### src/rtl/word_pack_pkg.sv
// Shared definitions for the word packer/unpacker pair: default widths,
// derived slice count and the two-state handshake FSM encoding.
package word_pack_pkg;

   localparam int unsigned IN_W_DEF  = 16;
   localparam int unsigned OUT_W_DEF = 4;
   localparam int unsigned NSLICE    = IN_W_DEF / OUT_W_DEF;
   localparam int unsigned CNT_W     = $clog2(NSLICE);

   typedef enum logic {
      IDLE = 1'b0,
      EMIT = 1'b1
   } state_t;

   // Slice count for an arbitrary width pair (instances may override defaults).
   function automatic int unsigned nslice(input int unsigned in_w, input int unsigned out_w);
      return in_w / out_w;
   endfunction

endpackage

### src/rtl/word_unpacker.sv
// Splits one IN_W-bit word into OUT_W-bit slices, most-significant first,
// with valid/ready on both sides and a bubble-free hand-off between words.
module word_unpacker
   import word_pack_pkg::*;
#(
   parameter int unsigned IN_W  = IN_W_DEF,
   parameter int unsigned OUT_W = OUT_W_DEF
) (
   input  logic             clk,
   input  logic             rst,
   input  logic [IN_W-1:0]  in_data,
   input  logic             in_valid,
   output logic             in_ready,
   output logic [OUT_W-1:0] out_data,
   output logic             out_valid,
   input  logic             out_ready,
   output logic             out_last
);

   localparam int unsigned NS = nslice(IN_W, OUT_W);
   localparam int unsigned CW = (NS > 1) ? $clog2(NS) : 1;

   if (((IN_W % OUT_W) != 0) || ((IN_W / OUT_W) < 2)) begin : g_param_check
      $fatal(1, "word_unpacker: IN_W must be a multiple of OUT_W with at least 2 slices");
   end

   state_t          state, state_n;
   logic [CW-1:0]   cnt, cnt_n;
   logic [IN_W-1:0] hold, hold_n;
   logic            valid_n;
   logic            out_xfer;
   logic            accept;

   assign out_xfer = out_valid && out_ready;
   assign out_last = out_valid && (cnt == CW'(NS - 1));
   assign in_ready = (state == IDLE) || (out_xfer && out_last);
   assign accept   = in_valid && in_ready;
   assign out_data = hold[IN_W-1 -: OUT_W];

   always_ff @(posedge clk or posedge rst) begin
      if (rst) begin
         state     <= IDLE;
         cnt       <= '0;
         hold      <= '0;
         out_valid <= 1'b0;
      end else begin
         state     <= state_n;
         cnt       <= cnt_n;
         hold      <= hold_n;
         out_valid <= valid_n;
      end
   end

   // A last-slice transfer may reload the holding reg in the same edge.
   always_comb begin
      state_n = state;
      cnt_n   = cnt;
      hold_n  = hold;
      valid_n = out_valid;
      case (state)
         IDLE: begin
            if (accept) begin
               state_n = EMIT;
               hold_n  = in_data;
               cnt_n   = '0;
               valid_n = 1'b1;
            end
         end
         EMIT: begin
            if (out_xfer) begin
               if (out_last) begin
                  cnt_n = '0;
                  if (accept) begin
                     hold_n = in_data;
                  end else begin
                     state_n = IDLE;
                     valid_n = 1'b0;
                  end
               end else begin
                  cnt_n  = cnt + CW'(1);
                  hold_n = hold << OUT_W;
               end
            end
         end
         default: begin
            state_n = IDLE;
            valid_n = 1'b0;
         end
      endcase
   end

endmodule
### config.mk
export PLATFORM = sky130hd
export DESIGN_NAME = word_unpacker
export DESIGN_NICKNAME = d
export VERILOG_FILES = /design/src/rtl/word_pack_pkg.sv /design/src/rtl/word_unpacker.sv
export SDC_FILE = /design/constraint.sdc
export NUM_CORES = 1
export LEC_CHECK = 0
export ABC_CLOCK_PERIOD_IN_PS = 1600
export BUFFER_PORTS_ARGS = -buffer_cell sky130_fd_sc_hd__buf_2
export CAP_MARGIN = 5
export CORE_MARGIN = 2
export CORE_UTILIZATION = 45
export CTS_CLUSTER_DIAMETER = 150
export DETAILED_ROUTE_END_ITERATION = 10
export GPL_TIMING_DRIVEN = 0
export PLACE_DENSITY = 0.72
export SKIP_LAST_GASP = 1
export SLEW_MARGIN = 20
export SYNTH_ARGS = -nofsm -noshare
export SYNTH_HDL_FRONTEND = slang
export SYNTH_SLANG_ARGS = --single-unit
### constraint.sdc
create_clock -name clk -period 1.6 [get_ports clk]
set_clock_uncertainty 0.1 [all_clocks]
set_input_delay 0.48 -clock clk [delete_from_list [all_inputs] [get_ports clk]]
set_output_delay 0.48 -clock clk [all_outputs]
set_load 0.01 [all_outputs]
==> metrics.txt <==
outcome=complete, but fails checks; failing checks=negative setup slack; fin worst setup slack=-0.173 ns; part of the power in combinational logic=roughly 43%; final WL=approximately 2000 um; unique cell type count in the Yosys netlist=27; Synth top cells by count=20 x dfrtp_1, 10 x o221a_1, 8 x or2_2; Max-cap violations=0; startpoint types=flip-flop; fin nets=147; Crit. End Element=output port; crit path kind=reg2out; max-slew violations=0; Clock power frac=14.5%; Placer Congestion=0.753; ANT nets after route=0; number of setup violations in the final report=13; Remaining Overflow, GRT=0; YS warnings=0; CTS tree=built; vias in the first global route=692; GRT Total Usage=16.9%; clock sinks=20; Lkg Pwr=~0.6 nW; Crit Path Max Fanout=5; Synth area leaders=dfrtp_1 50%, o221a_1 11%, or2_2 5.0%, buf_6 3.4%, buf_4 3.0%; Internal=0.00141 W; Final Critical Period=~1.8 ns; core area=2150 sq um; Worst-Skew Late Latency=between 0.3 and 0.4 ns; WHS=0.186 ns; multi-input logic area=463 sq um; vias post-DR=about 790; most frequent cell after synthesis=dfrtp_1; num ports=27; drc violations=0; Cells after Synth=88; Synth area leader=dfrtp_1; ys flop type=dfrtp_1; TNS Setup=-0.589 ns; R2R depth=5; Async SR Flop Fraction=100%; Worst IR Drop VDD=784 uV; Post-Layout Cell Count=roughly 150; area of the mapped netlist=1000 sq um; I/O Buffers=26; die area=2620 sq um; Setup Slack @ Placement=-0.0670 ns; Slew @ Worst Pin=~0.76 ns; CP required=approximately 1 ns; Pwr per Cell Area=1550 nW/um^2; Fmax=564 MHz; Final Cycle Share=111%; routed wirelength normalized by instance count=13.3 um; worst hold-check path type=in2async; Seq/Total Area, Yosys=50.0%; Worst-path clk slew=0.12 ns; first-pass GRT wire length=3150 um; Site Rows=17; largest net degree at the start of global routing=21; overall die width=a little over 50 um; P_sw=0.000670 W; Syn-to-layout area delta=33.5%; cts bufs inserted=3; Mean Syn Cell Area=around 11 sq um; Post-Syn Nets=109; Final Hold Fails=0; Rel. slew slack=between 40% and 50%; layout cells sized above 1=52.0%; Storage cell area=502 sq um; Die Y=roughly 50 um; Root Driver=clkbuf_4; ant diodes=0; Fillers=187; 1st-iter DRT viols=23; CTS max path bufs=2; Initial Util=46.6%; post-detail-place hpwl=1350 um; RSZ-0062 raised after global routing=true; switching share of power=32.2%; Reg power frac=between 40% and 50%; number of synthesized flops with an enable pin=0; Inst Count DP=142; 1st-pass router iterations=4; routed vias/inst=5.15; flops & latches, synth=20; Yosys top cell area share=about half; Worst Path Arrival=between 1 and 1.5 ns; CTS H-tree depth=1; initial antenna violation count=0; total power=0.00208 W
==> power by group through the flow <==
stage,Sequential [W],Clock [W],Combinational (W)
2_1_floorplan,0.000842,0,0.000567
3_3_place_gp,0.000861,0,0.000716
3_5_place_dp,0.000874,0,0.000744
4_1_cts,0.000870,0.000313,0.000794
5_1_grt,0.000916,0.000329,0.000994
6_report,0.000886,0.000302,0.000889
==> per-layer routing <==
layer	global-route usage, %	wire (um)
met4	12.2	46
met2	24.7	951
met3	2.92	105
met1	22.3	936
met5	0	0
==> kinds of logic after synthesis <==
family | Yosys count | share of synthesized area, %
compound gates | 29 | 25.4
fa+ha+maj | 1 | 1.25
buf+inv | 13 | 8.87
flops | 20 | 50.0
simple gates | 25 | 14.5
==> critical path, cell delays in order (launching register included) <==
cell and delay (ns):
dfrtp_1 0.43, ha_4 0.19, and2_4 0.16, buf_6 0.11
==> per-stage QoR <==
| stage | instance area [sq um] | utilization, % |
|---|---|---|
| detailed placement | 1170 | 54.3 |
| global route | 1340 | 62.2 |
| global placement | 1170 | 54.3 |
| finish | 1340 | 62.2 |
| floorplan | 1000 | - |
| CTS | 1240 | 57.9 |
==> what timing repair did <==
action | in CTS | in global routing
endpoints found under the setup margin | 14 | 15
setup buffers | 3 | 2
pin swaps | 3 | 2
resized for setup | 4 | 23
cloned | 0 | 2
hold buffers | 0 | 0
==> cell usage in the layout (no fill, tap or decap), types with 4 or more instances in the layout <==
cell,Yosys,routed
or2_1,4,4
dfrtp_1,20,19
buf_6,3,8
o21ai_1,5,5
buf_2,1,24
nand2_1,6,5
buf_4,4,10
or2_4,0,8
o211ai_1,4,4
o221a_1,10,10
==> worst paths after layout <==
check | end | slack, ns | from
max in group asynchronous | out_valid$_DFFE_PP0P_ | 0.70 | rst
worst min register to register | hold[3]$_DFFE_PP0N_ | 0.45 | hold[3]$_DFFE_PP0N_
worst max register to register | hold[14]$_DFFE_PP0N_ | -0.04 | cnt[0]$_DFFE_PP0P_
worst max-delay path | out_last | -0.17 | cnt[0]$_DFFE_PP0P_
min in group clk | hold[0]$_DFFE_PP0N_ | 0.29 | in_data[0]
worst min-delay path | hold[11]$_DFFE_PP0N_ | 0.19 | rst
==> area by class of cell <==
class | count | share of cell area, %
flip-flops and latches | 20 | 37.5
multi-input cells | 55 | 34.6
repair buffers | 33 | 14.9
plain buffers | 9 | 6.46
clock buffers | 4 | 2.72
well taps | 28 | 2.62
inverters | 4 | 1.12
==> state kept, by name, indices dropped and copies added, names as in the netlist <==
register and flops:
hold 16, cnt 2, out_valid 1, state 1
(Power assumes the default switching activity.)
